--- src/rtl/av_udp_pkg.sv ---
// av_udp_tx_ctrl shared definitions.
// Register offsets, STATUS bit positions, reset values, FSM encoding.
package av_udp_pkg;

  localparam int REG_SEND     = 0;
  localparam int REG_STATUS   = 1;
  localparam int REG_IRQ_EN   = 2;
  localparam int REG_SENT     = 3;
  localparam int REG_CSUM     = 4;
  localparam int REG_CTX_BASE = 16;

  localparam int ST_BUSY  = 0;
  localparam int ST_FULL  = 1;
  localparam int ST_EMPTY = 2;
  localparam int ST_DONE  = 8;
  localparam int ST_OVF   = 9;
  localparam int ST_ERR   = 10;
  localparam int ST_LVL   = 16;

  localparam logic [15:0] RST_LPORT = 16'hFDEA;
  localparam logic [15:0] RST_RPORT = 16'hFDEB;
  localparam logic [31:0] RST_IP    = 32'hC0A8_0005;
  localparam logic [47:0] RST_MAC   = 48'hFFFF_FFFF_FFFF;

  localparam logic [1:0] S_IDLE  = 2'd0;
  localparam logic [1:0] S_OFFER = 2'd1;
  localparam logic [1:0] S_WAIT  = 2'd2;

  typedef enum logic [1:0] {
    FSM_IDLE  = S_IDLE,
    FSM_OFFER = S_OFFER,
    FSM_WAIT  = S_WAIT
  } fsm_t;

  typedef struct packed {
    logic [3:0]  ch;
    logic [15:0] len;
  } cmd_t;

endpackage

--- src/rtl/udp_cmd_fifo.sv ---
// Synchronous command FIFO of {ch,len} entries with occupancy output.
// A pop on a full FIFO frees the slot for a push in the same cycle.
module udp_cmd_fifo
  import av_udp_pkg::*;
#(
  parameter int DEPTH = 8,
  parameter int LW    = $clog2(DEPTH) + 1
) (
  input  logic          clk,
  input  logic          reset_n,
  input  logic          push,
  input  cmd_t          wdata,
  input  logic          pop,
  output cmd_t          rdata,
  output logic          full,
  output logic          empty,
  output logic [LW-1:0] level
);

  localparam int AW = $clog2(DEPTH);

  cmd_t           mem [DEPTH];
  logic [AW-1:0]  wr_ptr;
  logic [AW-1:0]  rd_ptr;
  logic           do_push;
  logic           do_pop;

  assign full    = (level == LW'(DEPTH));
  assign empty   = (level == '0);
  assign do_pop  = pop && !empty;
  assign do_push = push && (!full || do_pop);
  assign rdata   = mem[rd_ptr];

  always_ff @(posedge clk) begin
    if (do_push) mem[wr_ptr] <= wdata;
  end

  always_ff @(posedge clk or negedge reset_n) begin
    if (!reset_n) begin
      wr_ptr <= '0;
      rd_ptr <= '0;
      level  <= '0;
    end else begin
      if (do_push) wr_ptr <= wr_ptr + AW'(1);
      if (do_pop)  rd_ptr <= rd_ptr + AW'(1);
      unique case ({do_push, do_pop})
        2'b10:   level <= level + LW'(1);
        2'b01:   level <= level - LW'(1);
        default: level <= level;
      endcase
    end
  end

endmodule

--- src/rtl/av_udp_tx_ctrl.sv ---
// Avalon-MM front end for the UDP TX engine: per-channel contexts,
// command queue and a dispatcher that hands one packet at a time.
module av_udp_tx_ctrl
  import av_udp_pkg::*;
#(
  parameter int NUM_CH     = 4,
  parameter int FIFO_DEPTH = 8,
  parameter int ADDR_W     = 8
) (
  input  logic              clk,
  input  logic              reset_n,
  input  logic [ADDR_W-1:0] address,
  input  logic              write,
  input  logic              read,
  input  logic [31:0]       writedata,
  output logic [31:0]       readdata,
  output logic              tx_valid,
  input  logic              tx_ready,
  input  logic              tx_done,
  output logic [3:0]        tx_ch,
  output logic [15:0]       tx_length,
  output logic [15:0]       tx_checksum,
  output logic [15:0]       tx_local_port,
  output logic [15:0]       tx_remote_port,
  output logic [31:0]       tx_remote_ip,
  output logic [47:0]       tx_remote_mac,
  output logic              irq
);

  localparam int CW = (NUM_CH > 1) ? $clog2(NUM_CH) : 1;
  localparam int LW = $clog2(FIFO_DEPTH) + 1;

  fsm_t          state;
  logic [15:0]   lport  [NUM_CH];
  logic [15:0]   rport  [NUM_CH];
  logic [31:0]   rip    [NUM_CH];
  logic [31:0]   mac_lo [NUM_CH];
  logic [15:0]   mac_hi [NUM_CH];
  logic [15:0]   checksum;
  logic [31:0]   sent;
  logic [2:0]    sticky;
  logic [2:0]    irq_en;
  logic [2:0]    sticky_set;
  logic [2:0]    sticky_clr;
  logic [31:0]   rd_mux;
  logic [31:0]   rd_ctx;

  logic          hit_send, hit_status, hit_irqen;
  logic          hit_sent, hit_csum, hit_ctx;
  logic [ADDR_W-1:0] ctx_off;
  logic [CW-1:0] ctx_idx;

  cmd_t          send_cmd;
  logic          send_bad;
  logic          send_ok;
  logic          fifo_push, fifo_pop;
  logic          fifo_full, fifo_empty;
  cmd_t          fifo_rdata;
  logic [LW-1:0] fifo_level;
  logic [CW-1:0] pop_idx;
  logic          done_set;

  assign ctx_off    = address - ADDR_W'(REG_CTX_BASE);
  assign ctx_idx    = ctx_off[CW+2:3];
  assign hit_send   = (address == ADDR_W'(REG_SEND));
  assign hit_status = (address == ADDR_W'(REG_STATUS));
  assign hit_irqen  = (address == ADDR_W'(REG_IRQ_EN));
  assign hit_sent   = (address == ADDR_W'(REG_SENT));
  assign hit_csum   = (address == ADDR_W'(REG_CSUM));
  assign hit_ctx    = (address >= ADDR_W'(REG_CTX_BASE))
                   && (int'(ctx_off[ADDR_W-1:3]) < NUM_CH)
                   && (ctx_off[2:0] <= 3'd4);

  assign send_cmd  = '{ch: writedata[3:0], len: writedata[31:16]};
  assign send_bad  = (send_cmd.len == '0) || (int'(send_cmd.ch) >= NUM_CH);
  assign send_ok   = write && hit_send && !send_bad;
  assign fifo_pop  = (state == FSM_IDLE) && !fifo_empty;
  assign fifo_push = send_ok;
  assign pop_idx   = fifo_rdata.ch[CW-1:0];
  assign done_set  = (state == FSM_WAIT) && tx_done;

  // sticky order {err, ovf, done} mirrors STATUS[10:8]
  assign sticky_set = {write && hit_send && send_bad,
                       send_ok && fifo_full && !fifo_pop,
                       done_set};
  assign sticky_clr = (write && hit_status) ? writedata[10:8] : 3'b000;

  assign tx_valid = (state == FSM_OFFER);
  assign irq      = |(sticky & irq_en);

  udp_cmd_fifo #(.DEPTH(FIFO_DEPTH), .LW(LW)) u_fifo (
    .clk     (clk),
    .reset_n (reset_n),
    .push    (fifo_push),
    .wdata   (send_cmd),
    .pop     (fifo_pop),
    .rdata   (fifo_rdata),
    .full    (fifo_full),
    .empty   (fifo_empty),
    .level   (fifo_level)
  );

  always_ff @(posedge clk or negedge reset_n) begin
    if (!reset_n) begin
      for (int i = 0; i < NUM_CH; i++) begin
        lport[i]  <= RST_LPORT;
        rport[i]  <= RST_RPORT;
        rip[i]    <= RST_IP;
        mac_lo[i] <= RST_MAC[31:0];
        mac_hi[i] <= RST_MAC[47:32];
      end
    end else if (write && hit_ctx) begin
      unique case (ctx_off[2:0])
        3'd0:    lport[ctx_idx]  <= writedata[15:0];
        3'd1:    rport[ctx_idx]  <= writedata[15:0];
        3'd2:    rip[ctx_idx]    <= writedata;
        3'd3:    mac_lo[ctx_idx] <= writedata;
        3'd4:    mac_hi[ctx_idx] <= writedata[15:0];
        default: ;
      endcase
    end
  end

  always_ff @(posedge clk or negedge reset_n) begin
    if (!reset_n) begin
      checksum <= '0;
      irq_en   <= '0;
      sticky   <= '0;
      sent     <= '0;
    end else begin
      if (write && hit_csum)  checksum <= writedata[15:0];
      if (write && hit_irqen) irq_en   <= writedata[10:8];
      sticky <= (sticky & ~sticky_clr) | sticky_set;
      if (write && hit_sent)  sent <= '0;
      else if (done_set)      sent <= sent + 32'd1;
    end
  end

  // context is snapshotted at pop so later channel writes miss the in-flight packet
  always_ff @(posedge clk or negedge reset_n) begin
    if (!reset_n) begin
      state          <= FSM_IDLE;
      tx_ch          <= '0;
      tx_length      <= '0;
      tx_checksum    <= '0;
      tx_local_port  <= '0;
      tx_remote_port <= '0;
      tx_remote_ip   <= '0;
      tx_remote_mac  <= '0;
    end else begin
      unique case (state)
        FSM_IDLE: if (!fifo_empty) begin
          state          <= FSM_OFFER;
          tx_ch          <= fifo_rdata.ch;
          tx_length      <= fifo_rdata.len;
          tx_checksum    <= checksum;
          tx_local_port  <= lport[pop_idx];
          tx_remote_port <= rport[pop_idx];
          tx_remote_ip   <= rip[pop_idx];
          tx_remote_mac  <= {mac_hi[pop_idx], mac_lo[pop_idx]};
        end
        FSM_OFFER: if (tx_ready) state <= FSM_WAIT;
        FSM_WAIT:  if (tx_done)  state <= FSM_IDLE;
        default:   state <= FSM_IDLE;
      endcase
    end
  end

  always_comb begin
    rd_ctx = '0;
    unique case (ctx_off[2:0])
      3'd0:    rd_ctx = {16'h0, lport[ctx_idx]};
      3'd1:    rd_ctx = {16'h0, rport[ctx_idx]};
      3'd2:    rd_ctx = rip[ctx_idx];
      3'd3:    rd_ctx = mac_lo[ctx_idx];
      3'd4:    rd_ctx = {16'h0, mac_hi[ctx_idx]};
      default: rd_ctx = '0;
    endcase
  end

  always_comb begin
    rd_mux = '0;
    unique case (1'b1)
      hit_status: begin
        rd_mux[ST_BUSY]          = (state != FSM_IDLE);
        rd_mux[ST_FULL]          = fifo_full;
        rd_mux[ST_EMPTY]         = fifo_empty;
        rd_mux[ST_DONE]          = sticky[0];
        rd_mux[ST_OVF]           = sticky[1];
        rd_mux[ST_ERR]           = sticky[2];
        rd_mux[ST_LVL+7:ST_LVL]  = 8'(fifo_level);
      end
      hit_irqen: rd_mux[10:8]  = irq_en;
      hit_sent:  rd_mux        = sent;
      hit_csum:  rd_mux[15:0]  = checksum;
      hit_ctx:   rd_mux        = rd_ctx;
      default:   rd_mux        = '0;
    endcase
  end

  always_ff @(posedge clk or negedge reset_n) begin
    if (!reset_n)  readdata <= '0;
    else if (read) readdata <= rd_mux;
  end

endmodule

--- config.mk ---
export PLATFORM = sky130hd
export DESIGN_NAME = av_udp_tx_ctrl
export DESIGN_NICKNAME = d
export VERILOG_FILES = /design/src/rtl/av_udp_pkg.sv /design/src/rtl/udp_cmd_fifo.sv /design/src/rtl/av_udp_tx_ctrl.sv
export SDC_FILE = /design/constraint.sdc
export NUM_CORES = 2
export LEC_CHECK = 0
export CORE_UTILIZATION = 25
export CTS_CLUSTER_SIZE = 30
export DETAILED_ROUTE_END_ITERATION = 10
export PLACE_DENSITY_LB_ADDON = 0.3
export SYNTH_ARGS = -nofsm -noshare
export SYNTH_HDL_FRONTEND = slang
export SYNTH_SLANG_ARGS = --single-unit
--- constraint.sdc ---
create_clock -name clk -period 7.55 [get_ports clk]
set_clock_uncertainty 0.15 [all_clocks]
set_input_delay 1.1325 -clock clk [delete_from_list [all_inputs] [get_ports clk]]
set_output_delay 1.1325 -clock clk [all_outputs]
set_load 0.05 [all_outputs]
==> flow_metrics.py <==
metrics = {
    "outcome": {
        "status": "complete, no violations",
    },
    "clock_tree": {
        "path_clk_slew_ns": 0.06,
        "clockBufferDepth": 3,
        "hold_buffers": 0,
        "cts_resized": 0,
        "cts_setup_buffers": 0,
        "cts_root_buffer": "clkbuf_16",
        "cts-htree-levels": 3,
        "clk_latency_ns": 0.71,
        "cts_made_buffers": 94,
        "clock_sinks": 854,
        "cts_tree": "yes",
    },
    "grt": {
        "grt_antenna_before_repair": 11,
        "grt_pass1_vias": 25603,
        "grt_pass1_wl_mm": 189,
        "grt-ovfl-total": 0,
        "track_usage_pct": 15.9,
        "grt_max_degree": 144,
    },
    "worst_setup_path": {
        "cp_num_buf_inv": 2,
        "r2r_slack_ns": 3.08,
        "critPathMaxStageDelay_ns": 1.00,
        "critPathMaxFanout": 18,
        "critical_path_class": "in2reg",
        "worst_path_max_delay_cell": "clkdlybuf4s50_1",
        "critPathMostFrequentCell": "xor2_1",
        "critPathRequiredTime_ns": 7.98,
        "arrival_ns": 5.11,
        "cp-end-kind": "register",
        "crit_family": "simple AND/OR/NAND/NOR gates",
        "critical_path.cell_chain": "clkdlybuf4s50_1 -> nor4_1 -> a41o_1 -> nor3_1 -> inv_1 -> ha_1 -> xor2_1 -> ha_1 -> a21oi_1 -> xor2_1 -> nor2_1 -> xor2_1",
        "start_kind": "input pin",
    },
    "route": {
        "firstDrtPassIters": 5,
        "vias": 24802,
        "wirelength_mm": 128,
        "wl_per_cell_um": 25.2,
        "ant_nets": 0,
        "via_per_inst": 4.87,
        "route.detailed.drc": 0,
        "initialDrtViolationCount": 1652,
    },
    "cells_and_area": {
        "finalNetCount": 3003,
        "layout_common_cells": "499 x mux2_2, 373 x dfrtp_1, 320 x dfstp_2",
        "syn_to_final_growth_pct": 19.9,
        "final_common_cell": "mux2_2",
        "drive_gt1_share_pct": 40.2,
    },
    "logic_synthesis": {
        "ys_seq_elements": 854,
        "ys_seq_area_share_pct": 56.8,
        "yosysWarnings": 0,
        "synth_nets": 2828,
        "synth_edf_count": 160,
        "postSynthCellCount": 2775,
        "synth_cell_types": 64,
        "synthArstFlopShare_pct": 81.3,
        "synth_flop_cell": "dfrtp_1",
        "syn_area_um2": 39700,
        "syn_avg_cell_area_um2": 14.3,
    },
    "power": {
        "p_sw_share_pct": 36.5,
        "intPower_mw": 9.53,
        "switching_power_mw": 5.47,
        "powerDensity_nw_per_um2": 315,
        "clkPwrFrac_pct": 31.8,
        "p_leak_nw": 19.3,
        "ir_worst_vdd_mv": 0.430,
        "seqPwrFrac_pct": 37.4,
        "finalPower_mw": 15.0,
        "p_comb_share_pct": 30.8,
    },
    "sta": {
        "period_needed_ns": 4.68,
        "grt_setup_unrepaired": "false",
        "final-hold-violation-count": 0,
        "post-route-period-util_pct": 62.0,
        "maxSlewViolCount": 0,
        "clock.fmax_mhz": 214,
        "worstMarginPinSlew_ns": 1.24,
        "finalSetupTns_ns": 0,
        "slew_headroom_pct": 17.3,
        "setup_viol": 0,
    },
    "flow_run": {
        "maxCapViolCount": 0,
    },
    "floorplanning": {
        "die_area_um2": 161000,
        "initial_utilization_pct": 25.3,
        "std_cell_rows": 145,
        "die-height_um": 401,
        "io_pins": 228,
        "core_area_um2": 157000,
        "die_w_um": 401,
    },
    "placement": {
        "port_buffers": 227,
        "dp_hpwl_mm": 82.1,
        "gp_congestion": 0.819,
    },
    "worst_hold_path": {
        "hold_class": "in2async",
    },
}
[stage by stage]
stage                     utilization [%]  cell area (um^2)  instances  hold WS [ns]  setup WS [ns]
after global routing                 30.4             47600       5090         0.315           2.71
after floorplan                         -             39700       2775         0.305           1.97
after detailed placement             28.3             44500       4912         0.315           2.21
final                                30.4             47700       5093         0.280           2.87
after CTS                            30.4             47600       5090         0.292           2.95
after global placement               28.3             44500       4912         0.313           2.24
[cell usage after synthesis (4+ instances only)]
cell,instances,area (um^2)
a21oi_1,37,185
a221oi_1,33,289
a22o_1,9,78.8
a22oi_1,4,30.0
a31oi_1,5,31.3
a32oi_1,12,105
and2_1,4,25.0
and3_1,5,31.3
and4_1,7,61.3
buf_1,23,86.3
buf_2,67,335
clkbuf_1,142,533
dfrtp_1,374,9360
dfstp_2,320,8410
edfxtp_1,160,4800
ha_1,7,87.6
inv_1,13,48.8
mux2_1,8,90.1
mux2_2,499,5620
mux2i_1,291,2910
mux4_2,130,2930
nand2_1,211,792
nand2b_1,8,50.1
nand3_1,18,90.1
nand4_1,20,125
nor2_1,64,240
nor2b_1,11,68.8
nor3_1,11,55.1
nor3_2,4,40.0
nor3b_1,11,82.6
nor4_1,7,43.8
o21ai_0,29,145
o221ai_1,115,1010
o22ai_1,16,100
o2bb2ai_1,14,123
o31ai_1,6,45.0
or2_2,4,25.0
or3_1,5,31.3
or4_1,8,60.1
xnor2_1,21,184
xor2_1,10,87.6
[per-layer routing]
layer / vias to the layer above / track usage, % / part of all wire (%) / wire length, um
met1: 13197 / 21.7 / 46 / 58400
li1: 10925 / - / - / -
met3: 137 / 2.81 / 4.5 / 5730
met5: - / 0 / 0.028 / 36
met4: 6 / 3.89 / 2.2 / 2850
met2: 537 / 25.9 / 48 / 61300
[area by class of cell]
type                            count  area [um^2]
Antenna cell                        3         7.51
Sequential cell                   854        22600
Inverter                           14         52.6
Fill cell                       15654       109000
Clock inverter                     39          442
Timing Repair Buffer              311         3010
Tap cell                         2058         2570
Multi-Input combinational cell   1675        16300
Clock buffer                      139         2740
[final timing paths]
kind,start,end,depth (start not counted)
setup / recovery,writedata[22],u_fifo.level[2]$_DFFE_PN0P_,12
hold / removal,reset_n,tx_length[2]$_DFFE_PN0P_,1
setup reg to reg,u_fifo.level[1]$_DFFE_PN0P_,tx_local_port[11]$_DFFE_PN0P_,6
hold reg to reg,u_fifo.rd_ptr[2]$_DFFE_PN0P_,u_fifo.rd_ptr[2]$_DFFE_PN0P_,1
max in group asynchronous,reset_n,tx_remote_port[14]$_DFFE_PN0P_,2
min in group clk,u_fifo.rd_ptr[2]$_DFFE_PN0P_,u_fifo.rd_ptr[2]$_DFFE_PN0P_,1
[power groups by stage]
stage	clock network, mW	registers [mW]	logic, mW
finish	4.77	5.61	4.63
CTS	4.90	5.61	4.73
global placement	0	5.69	4.71
floorplan	0	6.38	2.20
global route	5.07	5.66	4.89
detailed placement	0	5.68	4.72
[worst reg2reg max path: cells and delay by family (launching register included)]
kind | cells | cell delay (ns)
buf+inv | 2 | 1.17
compound gates | 1 | 0.43
simple gates | 3 | 2.08
flops | 1 | 0.47
[kinds of logic (layout without fill, tap and decap cells)]
| logic type | after synthesis | after routing | share of synthesized area [%] |
|---|---|---|---|
| mux | 928 | 928 | 29.1 |
| flops | 854 | 854 | 56.8 |
| buf+inv | 246 | 503 | 2.54 |
| xor+xnor | 31 | 31 | 0.683 |
| compound gates | 297 | 297 | 5.74 |
| other cells | 0 | 3 | 0 |
| fa+ha+maj | 7 | 7 | 0.220 |
| simple gates | 412 | 412 | 4.94 |
[flip-flops by register name (all words and copies together), names as in the netlist, 16 cells and up]
name            cells
u_fifo.mem        160
mac_lo            128
rip               128
lport              64
mac_hi             64
rport              64
tx_remote_mac      48
readdata           32
sent               32
tx_remote_ip       32
checksum           16
tx_checksum        16
tx_length          16
tx_local_port      16
tx_remote_port     16
Power figures use the tool's default switching activity.
